## config.mk

```make
export PLATFORM = sky130hd
export DESIGN_NAME = ps2_mouse_rx
export DESIGN_NICKNAME = d
export VERILOG_FILES = /design/src/rtl/ps2_pkg.sv /design/src/rtl/ps2_frame_rx.sv /design/src/rtl/ps2_mouse_rx.sv
export SDC_FILE = /design/constraint.sdc
export NUM_CORES = 1
export LEC_CHECK = 0
export CORE_MARGIN = 10
export CORE_UTILIZATION = 52
export DETAILED_ROUTE_END_ITERATION = 8
export PLACE_DENSITY = 0.8
export RECOVER_POWER = 100
export SKIP_CTS_REPAIR_TIMING = 1
export SLEW_MARGIN = 20
export SYNTH_ARGS = -nofsm -noshare
export SYNTH_HDL_FRONTEND = slang
export SYNTH_SLANG_ARGS = --single-unit
```

## constraint.sdc

```tcl
create_clock -name i_clk -period 2.85 [get_ports i_clk]
set_input_delay 0.4275 -clock i_clk [delete_from_list [all_inputs] [get_ports i_clk]]
set_output_delay 0.4275 -clock i_clk [all_outputs]
set_load 0.05 [all_outputs]
```

## src/rtl/ps2_pkg.sv

```systemverilog
// Shared constants, packet FSM states and the delta saturation helper for
// the PS/2 mouse receiver.
package ps2_pkg;

  // Error codes reported on o_err_code
  localparam logic [1:0] ERR_FRAME   = 2'b00;
  localparam logic [1:0] ERR_PARITY  = 2'b01;
  localparam logic [1:0] ERR_SYNC    = 2'b10;
  localparam logic [1:0] ERR_TIMEOUT = 2'b11;

  // One PS/2 word: start, 8 data bits, parity, stop
  localparam int FRAME_BITS = 11;

  // Header byte bit positions
  localparam int BTN_L   = 0;
  localparam int BTN_R   = 1;
  localparam int BTN_M   = 2;
  localparam int ALWAYS1 = 3;
  localparam int XS      = 4;
  localparam int YS      = 5;
  localparam int XO      = 6;
  localparam int YO      = 7;

  // Packet assembly states
  typedef enum logic [1:0] {
    ST_HDR = 2'd0,
    ST_BX  = 2'd1,
    ST_BY  = 2'd2,
    ST_BZ  = 2'd3
  } pkt_state_t;

  // 9-bit two's complement delta; an overflowed axis pins to the extreme
  // value in the direction given by its sign bit.
  function automatic logic [8:0] sat_delta(input logic sign, input logic ovf,
                                           input logic [7:0] data);
    if (ovf)
      sat_delta = sign ? 9'h100 : 9'h0FF;
    else
      sat_delta = {sign, data};
  endfunction

endpackage

```

## src/rtl/ps2_frame_rx.sv

```systemverilog
// PS/2 word receiver: synchronises the raw lines, samples data on falling
// clock edges, checks start/parity/stop and watches for stalled transfers.
// byte_valid and err are combinational strobes in the cycle of the stop-bit
// sample (or timeout expiry) so the packet logic can register them directly.
module ps2_frame_rx
  import ps2_pkg::*;
#(
  parameter int P_TIMEOUT_CYC = 200000
) (
  input  logic       clk,
  input  logic       srst,
  input  logic       ps2_clk,
  input  logic       ps2_data,
  input  logic       pkt_busy,
  output logic [7:0] rx_byte,
  output logic       byte_valid,
  output logic       err,
  output logic [1:0] err_code
);

  localparam int TW = $clog2(P_TIMEOUT_CYC + 1);

  logic                  clk_meta_reg, sync_clk_reg, sync_clk_d_reg;
  logic                  data_meta_reg, sync_data_reg;
  logic [3:0]            bit_cnt_reg;
  logic [FRAME_BITS-2:0] shift_reg;
  logic [TW-1:0]         to_cnt_reg;

  logic                  fall, last_bit, to_run, to_expire;
  logic                  frame_ok, parity_ok;
  logic [FRAME_BITS-1:0] frame;

  // Two-flop synchronisers plus one delay stage for edge detection; idle high
  always_ff @(posedge clk) begin
    if (srst) begin
      clk_meta_reg   <= 1'b1;
      sync_clk_reg   <= 1'b1;
      sync_clk_d_reg <= 1'b1;
      data_meta_reg  <= 1'b1;
      sync_data_reg  <= 1'b1;
    end else begin
      clk_meta_reg   <= ps2_clk;
      sync_clk_reg   <= clk_meta_reg;
      sync_clk_d_reg <= sync_clk_reg;
      data_meta_reg  <= ps2_data;
      sync_data_reg  <= data_meta_reg;
    end
  end

  assign fall      = sync_clk_d_reg & ~sync_clk_reg;
  assign last_bit  = fall && (bit_cnt_reg == 4'(FRAME_BITS - 1));
  // frame[0] start, frame[8:1] data, frame[9] parity, frame[10] stop
  assign frame     = {sync_data_reg, shift_reg};
  assign frame_ok  = ~frame[0] & frame[FRAME_BITS-1];
  assign parity_ok = ^frame[9:1];
  assign to_run    = (bit_cnt_reg != 4'd0) || pkt_busy;
  // A falling edge in the expiry cycle keeps the transfer alive
  assign to_expire = to_run && !fall && (to_cnt_reg == TW'(P_TIMEOUT_CYC - 1));

  // Bit counter and LSB-first shift register, advanced on each falling edge
  always_ff @(posedge clk) begin
    if (srst) begin
      bit_cnt_reg <= 4'd0;
      shift_reg   <= '0;
    end else if (fall) begin
      bit_cnt_reg <= last_bit ? 4'd0 : bit_cnt_reg + 4'd1;
      shift_reg   <= {sync_data_reg, shift_reg[FRAME_BITS-2:1]};
    end else if (to_expire) begin
      bit_cnt_reg <= 4'd0;
    end
  end

  // Inactivity counter: restarts on every edge, idles at zero when nothing is pending
  always_ff @(posedge clk) begin
    if (srst || fall || to_expire || !to_run)
      to_cnt_reg <= '0;
    else
      to_cnt_reg <= to_cnt_reg + 1'b1;
  end

  assign rx_byte    = frame[8:1];
  assign byte_valid = last_bit & frame_ok & parity_ok;
  assign err        = (last_bit & ~(frame_ok & parity_ok)) | to_expire;
  assign err_code   = to_expire ? ERR_TIMEOUT : (!frame_ok ? ERR_FRAME : ERR_PARITY);

endmodule

```

## src/rtl/ps2_mouse_rx.sv

```systemverilog
// PS/2 mouse front end: assembles 3- or 4-byte packets from received
// words, saturates overflowed deltas and keeps a clamped cursor position.
module ps2_mouse_rx
  import ps2_pkg::*;
#(
  parameter int P_CLK_HZ     = 100_000_000,
  parameter int P_TIMEOUT_US = 2000,
  parameter int P_WHEEL      = 0,
  parameter int P_POS_W      = 12,
  parameter int P_X_MAX      = 639,
  parameter int P_Y_MAX      = 479
) (
  input  logic               i_clk,
  input  logic               i_reset,
  input  logic               i_PS2Clk,
  input  logic               i_PS2Data,
  output logic [8:0]         o_dx,
  output logic [8:0]         o_dy,
  output logic [3:0]         o_wheel,
  output logic [2:0]         o_btn,
  output logic [P_POS_W-1:0] o_x,
  output logic [P_POS_W-1:0] o_y,
  output logic               o_valid,
  output logic               o_err,
  output logic [1:0]         o_err_code
);

  localparam int         TIMEOUT_CYC = P_CLK_HZ / 1_000_000 * P_TIMEOUT_US;
  localparam int         SW          = P_POS_W + 2;
  localparam pkt_state_t ST_LAST     = (P_WHEEL != 0) ? ST_BZ : ST_BY;

  pkt_state_t state_reg;
  logic [2:0] btn_reg;
  logic       xs_reg, ys_reg, xo_reg, yo_reg;
  logic [7:0] x_reg, y_reg;

  logic [7:0]          rx_byte, y_byte;
  logic                byte_valid, frame_err, last_byte;
  logic [1:0]          frame_err_code;
  logic [8:0]          dx_next, dy_next;
  logic signed [SW-1:0] x_sum, y_sum;
  logic [P_POS_W-1:0]  x_next, y_next;

  ps2_frame_rx #(
    .P_TIMEOUT_CYC(TIMEOUT_CYC)
  ) u_frame (
    .clk       (i_clk),
    .srst      (i_reset),
    .ps2_clk   (i_PS2Clk),
    .ps2_data  (i_PS2Data),
    .pkt_busy  (state_reg != ST_HDR),
    .rx_byte   (rx_byte),
    .byte_valid(byte_valid),
    .err       (frame_err),
    .err_code  (frame_err_code)
  );

  // In 3-byte mode the Y byte is the one arriving now; with a wheel it was stored earlier
  assign y_byte    = (state_reg == ST_BY) ? rx_byte : y_reg;
  assign last_byte = byte_valid && (state_reg == ST_LAST);
  assign dx_next   = sat_delta(xs_reg, xo_reg, x_reg);
  assign dy_next   = sat_delta(ys_reg, yo_reg, y_byte);
  // Screen Y grows downward while PS/2 Y grows upward, hence the subtraction
  assign x_sum     = $signed({2'b00, o_x}) + SW'($signed(dx_next));
  assign y_sum     = $signed({2'b00, o_y}) - SW'($signed(dy_next));

  // Clamp the widened sums into the visible area
  always_comb begin
    x_next = x_sum[P_POS_W-1:0];
    y_next = y_sum[P_POS_W-1:0];
    if (x_sum[SW-1])
      x_next = '0;
    else if (x_sum > SW'(P_X_MAX))
      x_next = P_POS_W'(P_X_MAX);
    if (y_sum[SW-1])
      y_next = '0;
    else if (y_sum > SW'(P_Y_MAX))
      y_next = P_POS_W'(P_Y_MAX);
  end

  // Packet FSM, error reporting and registered packet outputs
  always_ff @(posedge i_clk) begin
    if (i_reset) begin
      state_reg  <= ST_HDR;
      btn_reg    <= 3'd0;
      xs_reg     <= 1'b0;
      ys_reg     <= 1'b0;
      xo_reg     <= 1'b0;
      yo_reg     <= 1'b0;
      x_reg      <= 8'd0;
      y_reg      <= 8'd0;
      o_dx       <= 9'd0;
      o_dy       <= 9'd0;
      o_wheel    <= 4'd0;
      o_btn      <= 3'd0;
      o_x        <= P_POS_W'(P_X_MAX / 2);
      o_y        <= P_POS_W'(P_Y_MAX / 2);
      o_valid    <= 1'b0;
      o_err      <= 1'b0;
      o_err_code <= 2'b00;
    end else begin
      o_valid <= 1'b0;
      o_err   <= 1'b0;
      if (frame_err) begin
        o_err      <= 1'b1;
        o_err_code <= frame_err_code;
        state_reg  <= ST_HDR;
      end else if (byte_valid) begin
        case (state_reg)
          ST_HDR: begin
            if (rx_byte[ALWAYS1]) begin
              btn_reg   <= {rx_byte[BTN_M], rx_byte[BTN_R], rx_byte[BTN_L]};
              xs_reg    <= rx_byte[XS];
              ys_reg    <= rx_byte[YS];
              xo_reg    <= rx_byte[XO];
              yo_reg    <= rx_byte[YO];
              state_reg <= ST_BX;
            end else begin
              o_err      <= 1'b1;
              o_err_code <= ERR_SYNC;
            end
          end
          ST_BX: begin
            x_reg     <= rx_byte;
            state_reg <= ST_BY;
          end
          ST_BY: begin
            y_reg     <= rx_byte;
            state_reg <= (P_WHEEL != 0) ? ST_BZ : ST_HDR;
          end
          default: state_reg <= ST_HDR;
        endcase
        if (last_byte) begin
          o_valid <= 1'b1;
          o_dx    <= dx_next;
          o_dy    <= dy_next;
          o_wheel <= (P_WHEEL != 0) ? rx_byte[3:0] : 4'd0;
          o_btn   <= btn_reg;
          o_x     <= x_next;
          o_y     <= y_next;
        end
      end
    end
  end

endmodule

```

==> results of run 1 <==
-- Yosys cell counts (4+ instances only) --
library cell | number | area share [%]
nand3b_1 | 6 | 0.72
a31o_2 | 6 | 0.84
mux2i_1 | 19 | 3.0
o22ai_1 | 5 | 0.50
o211ai_1 | 6 | 0.72
nor3_1 | 15 | 1.2
clkbuf_1 | 20 | 1.2
and3_1 | 12 | 1.2
buf_6 | 7 | 1.3
a21oi_1 | 72 | 5.8
buf_2 | 8 | 0.64
o21a_1 | 8 | 0.96
a21o_1 | 11 | 1.3
nand2b_1 | 17 | 1.7
inv_1 | 26 | 1.6
nor2b_1 | 4 | 0.40
xnor2_1 | 14 | 2.0
nand4_1 | 5 | 0.50
or2_2 | 7 | 0.70
nand3_1 | 15 | 1.2
o21ai_0 | 19 | 1.5
dfxtp_1 | 111 | 36
a211oi_1 | 6 | 0.72
buf_4 | 8 | 0.96
a31oi_1 | 5 | 0.50
or3_1 | 7 | 0.70
nor2_1 | 70 | 4.2
nand2_1 | 128 | 7.7
ha_1 | 33 | 6.6
xor2_1 | 20 | 2.8
-- report_power, final --
group	internal [uW]	switching (uW)
Clock	653	624
Sequential	1550	3.98
Combinational	18.1	55.0
Total	2220	683
-- per-layer routing --
metal / global-route usage (%) / routed length, um / vias up / share of wire [%]
met5: 0 / 0 / - / 0
met4: 6.68 / 495 / 0 / 2.7
met3: 3.96 / 1310 / 48 / 7.2
met2: 34.3 / 8850 / 290 / 48
met1: 24.0 / 7620 / 2859 / 42
li1: - / - / 2853 / -
-- logic make-up (layout without fill, tap and decap cells) --
kind of cell	after synthesis	after routing	share of synthesized area [%]
and+or+nand+nor	305	306	22.9
AOI/OAI and AO/OA	174	174	18.4
DFF	111	111	35.6
buffers and inverters	74	186	5.97
xor gates and xnor gates	38	38	6.03
adders and majority gates	35	35	7.25
muxes	22	22	3.82
other	1	4	0.0600
-- worst max-delay path, cell delays in order, from the launching register on --
cell	delay, ns
dfxtp_4	0.37
nand2b_4	0.18
nand2_1	0.10
a31oi_2	0.12
ha_2	0.21
fa_2	0.34
nand2b_4	0.17
a211oi_1	0.38
a2111oi_1	0.12
o22ai_1	0.14
nor3_1	0.08
o31ai_2	0.41
nor2_4	0.10
a221oi_2	0.28
-- layout make-up --
class,instances,area (um^2),share of cell area (%)
flip-flops and latches,111,2230,27.0
repair buffers,142,1230,14.9
clock inverters,4,33.8,0.408
well taps,143,179,2.16
clock buffers,12,256,3.10
inverters,28,109,1.31
multi-input cells,579,4230,51.1
-- worst paths after layout --
| check | startpoint | end | slack [ns] | cells past startpoint |
|---|---|---|---|---|
| worst max-delay path | state_reg[0] | o_y[8] | -0.25 | 13 |
| worst max register to register | state_reg[0] | o_y[8] | -0.25 | 13 |
| worst min register to register | u_frame.clk_meta_reg | u_frame.sync_clk_reg | 0.41 | 1 |
| worst min-delay path | u_frame.clk_meta_reg | u_frame.sync_clk_reg | 0.41 | 1 |
-- per-stage QoR --
step,area (um^2),utilization [%],hold WS [ns]
2_1_floorplan,6540,-,0.389
3_3_place_gp,7510,64.6,0.397
6_report,8280,71.3,0.410
3_5_place_dp,7510,64.6,0.402
4_1_cts,7800,67.1,0.421
5_1_grt,8280,71.3,0.438
==> results.yml, run 1 <==
run_status:
  status: "finished with violations"
  violations: "setup timing"
logic_synthesis:
  async_flop_share_pct: 0
  synth_cells: 760
  synth_ff_type: "dfxtp_1"
  ys_seq_area_share_pct: 35.6
  synth_edf_count: 0
  yosys_warnings: 0
  ys_types: 81
  synth_area_um2: 6250
  ys_ff_latch: 111
  syn_area_per_cell_um2: 8.22
route:
  drt-total-wl_um: 18300
  wl_per_cell_um: 17.9
  firstDrtPassIters: 5
  dr_total_vias: 6050
  drt_iter0_drc: 624
  viasPerCell: 5.94
  ant_nets: 0
  remaining_drc_errors: 0
global_route:
  grt_pass1_wl_um: 27600
  grt_pass1_vias: 5862
  grt_usage_pct: 19.8
  antenna_found_initial: 0
  grt-ovfl-total: 0
  grt_max_degree: 51
finish:
  nets: 910
  layout_commonest_cell: "nand2_1"
  final_cell_mix: "nand2_1, dfxtp_1, buf_4"
  largest_reg_flops: 18
  antenna_cells: 0
  drive_gt1_share_pct: 24.3
  area_delta_synth_final_pct: 32.5
  fin_cells: 1019
  fill_cells: 825
setup_path:
  arrival_ns: 3.37
  worst_setup_path_end_kind: "flip-flop"
  crit_type: "flip-flop to flip-flop"
  cp.required_ns: 3.12
  cp_max_fo: 8
  cp-start-kind: "flip-flop"
clock_tree:
  tritoncts: "yes"
  clk_pin_slew_ns: 0.08
  cts_sinks: 111
  clockBufferDepth: 2
  clockRootBuffer: "clkbuf_16"
  clock_latency_ns: 0.36
  htreeDepth: 3
  cts_buffers: 9
placement:
  dp.cells: 985
  portBuffers: 52
  dp_worst_setup_slack_ns: -0.242
  dpl.hpwl_um: 12100
  routabilityCongestion: 0.973
sta:
  grt_setup_unrepaired: "yes"
  drv_slew: 0
  worst_pin_slew_ns: 0.655
  fmax_mhz: 323
  setup_ws_ns: -0.249
  hold_viol_final: 0
  fin_tns_setup_ns: -2.08
  finalClockSkew_ns: 0.00768
  max-slew-margin-rel_pct: 56.3
  setup_viol: 16
  period_minus_slack_ns: 3.10
  min_period_over_period_pct: 109
floorplanning:
  coreArea_um2: 11600
  rows: 39
  start_util_pct: 53.8
  ios: 57
  die_x_um: 130
  die_area_um2: 16800
  die_y_um: 130
pwr:
  finalPower_uw: 2910
  pwr_density_cell_nw_per_um2: 351
  power.leakage_uw: 0.00324
  max-vdd-ir-drop_v: 0.000342
flow_run:
  maxCapViolations: 0
hold_path:
  hold_path.class: "flip-flop to flip-flop"
No activity file was read; power rests on OpenSTA's default activity.
==> run 2, diff against run 1 <==
Settings changed: CORE_UTILIZATION 52 to 60, PLACE_DENSITY 0.8 to 0.87.
Clock period 2.85 ns to 3.75 ns, I/O delays scaled along.
==> results.yml, run 2 (synthesis gave the netlist of run 1 again) <==
run_status:
  status: "completed"
clock_tree:
  clk_pin_slew_ns: 0.10
  cts_buffers: 9
  htreeDepth: 3
  cts_sinks: 111
  clock_latency_ns: 0.39
  clockRootBuffer: "clkbuf_8"
  tritoncts: "yes"
  clockBufferDepth: 2
sta:
  drv_slew: 0
  worst_pin_slew_ns: 0.945
  setup_viol: 0
  fin_tns_setup_ns: 0
  hold_viol_final: 0
  fmax_mhz: 284
  max-slew-margin-rel_pct: 35.2
  grt_setup_unrepaired: "yes"
  finalClockSkew_ns: 0.00751
  period_minus_slack_ns: 3.52
  min_period_over_period_pct: 93.8
setup_path:
  arrival_ns: 3.79
  r2r-end: "o_y[6]"
  worst_setup_path_end_kind: "flip-flop"
  cp-startpoint: "state_reg[0]"
  cp.required_ns: 4.02
  setup.worst_path.end: "o_y[6]"
  rrSetupSlack_ns: 0.23
  crit_type: "flip-flop to flip-flop"
  r2r-start: "state_reg[0]"
  cp-start-kind: "flip-flop"
  ff2ff_path_depth: 11
  cp_max_fo: 8
pwr:
  finalPower_uw: 1980
  pwr_density_cell_nw_per_um2: 284
  max-vdd-ir-drop_v: 0.000243
  power.leakage_uw: 0.00281
finish:
  finalCoreUtilization_pct: 68.1
  antenna_cells: 0
  final_cell_mix: "nand2_1, dfxtp_1, a21oi_1"
  area_delta_synth_final_pct: 11.4
  drive_gt1_share_pct: 7.48
  largest_reg_flops: 18
  layout_commonest_cell: "nand2_1"
  nets: 836
global_route:
  grt_usage_pct: 20.4
  grt_max_degree: 62
  grt_pass1_vias: 5367
  antenna_found_initial: 0
  grt-ovfl-total: 0
  grt_pass1_wl_um: 25300
floorplanning:
  coreArea_um2: 10200
  die_y_um: 122
  ios: 57
  rows: 37
  die_area_um2: 14900
  start_util_pct: 61.1
  die_x_um: 122
route:
  wl_per_cell_um: 16.2
  dr_total_vias: 5536
  ant_nets: 0
  firstDrtPassIters: 5
  drt_iter0_drc: 429
  remaining_drc_errors: 0
  drt-total-wl_um: 15200
  viasPerCell: 5.90
placement:
  routabilityCongestion: 0.917
  dpl.hpwl_um: 11300
  portBuffers: 52
flow_run:
  maxCapViolations: 0
hold_path:
  hold_path.class: "flip-flop to flip-flop"
==> run 2: cell type report <==
class	instances	area [um^2]
Clock inverter	6	67.6
Multi-Input combinational cell	578	3640
Timing Repair Buffer	69	632
Sequential cell	111	2220
Clock buffer	10	128
Tap cell	136	170
Inverter	28	105
Fill cell	838	3270
==> run 2: worst max-delay path, cell delays in order, from the launching register on <==
cell and delay [ns]:
dfxtp_1 0.45, nand2b_1 0.32, nand2_1 0.09, a31o_2 0.27
ha_1 0.37, nand2_1 0.18, a2111oi_1 0.49, o32a_1 0.29
a221o_1 0.25, mux2_2 0.38, nor2_4 0.19, o21ai_0 0.12
==> run 2: where the power goes <==
part / total, uW / internal [uW] / switching, uW
Sequential: 1180 / 1180 / 2.93
Combinational: 50.1 / 11.1 / 39.0
Clock: 741 / 314 / 426
Total: 1980 / 1510 / 468
==> run 2: through the flow <==
stage                     area [um^2]  hold WS [ns]  setup WS (ns)  cells
after floorplan                  6260         0.389          0.634    763
after global placement           6810         0.392          0.440    922
after detailed placement         6810         0.401          0.291    922
after CTS                        7000         0.428          0.254    938
after global routing             6960         0.435        -0.0191    938
final                            6960         0.423          0.234    938
==> run 2: how the worst min path moves through the flow <==
stage	start	endpoint	slack, ns	cells after the start
final	u_frame.clk_meta_reg	u_frame.sync_clk_reg	0.42	1
after global routing	u_frame.clk_meta_reg	u_frame.sync_clk_reg	0.43	1
after CTS	u_frame.clk_meta_reg	u_frame.sync_clk_reg	0.43	1
after detailed placement	u_frame.clk_meta_reg	u_frame.sync_clk_reg	0.40	1
after global placement	u_frame.data_meta_reg	u_frame.sync_data_reg	0.39	1
after floorplan	u_frame.clk_meta_reg	u_frame.sync_clk_reg	0.39	1
==> run 2: per-layer routing <==
metal  up-vias  part of all wire, %  global-route usage, %
li1       2703                    -                      -
met5         -                    0                      0
met2       171                   50                   35.2
met1      2633                   43                   24.5
met3        29                  5.5                   3.61
met4         0                  2.1                   7.95
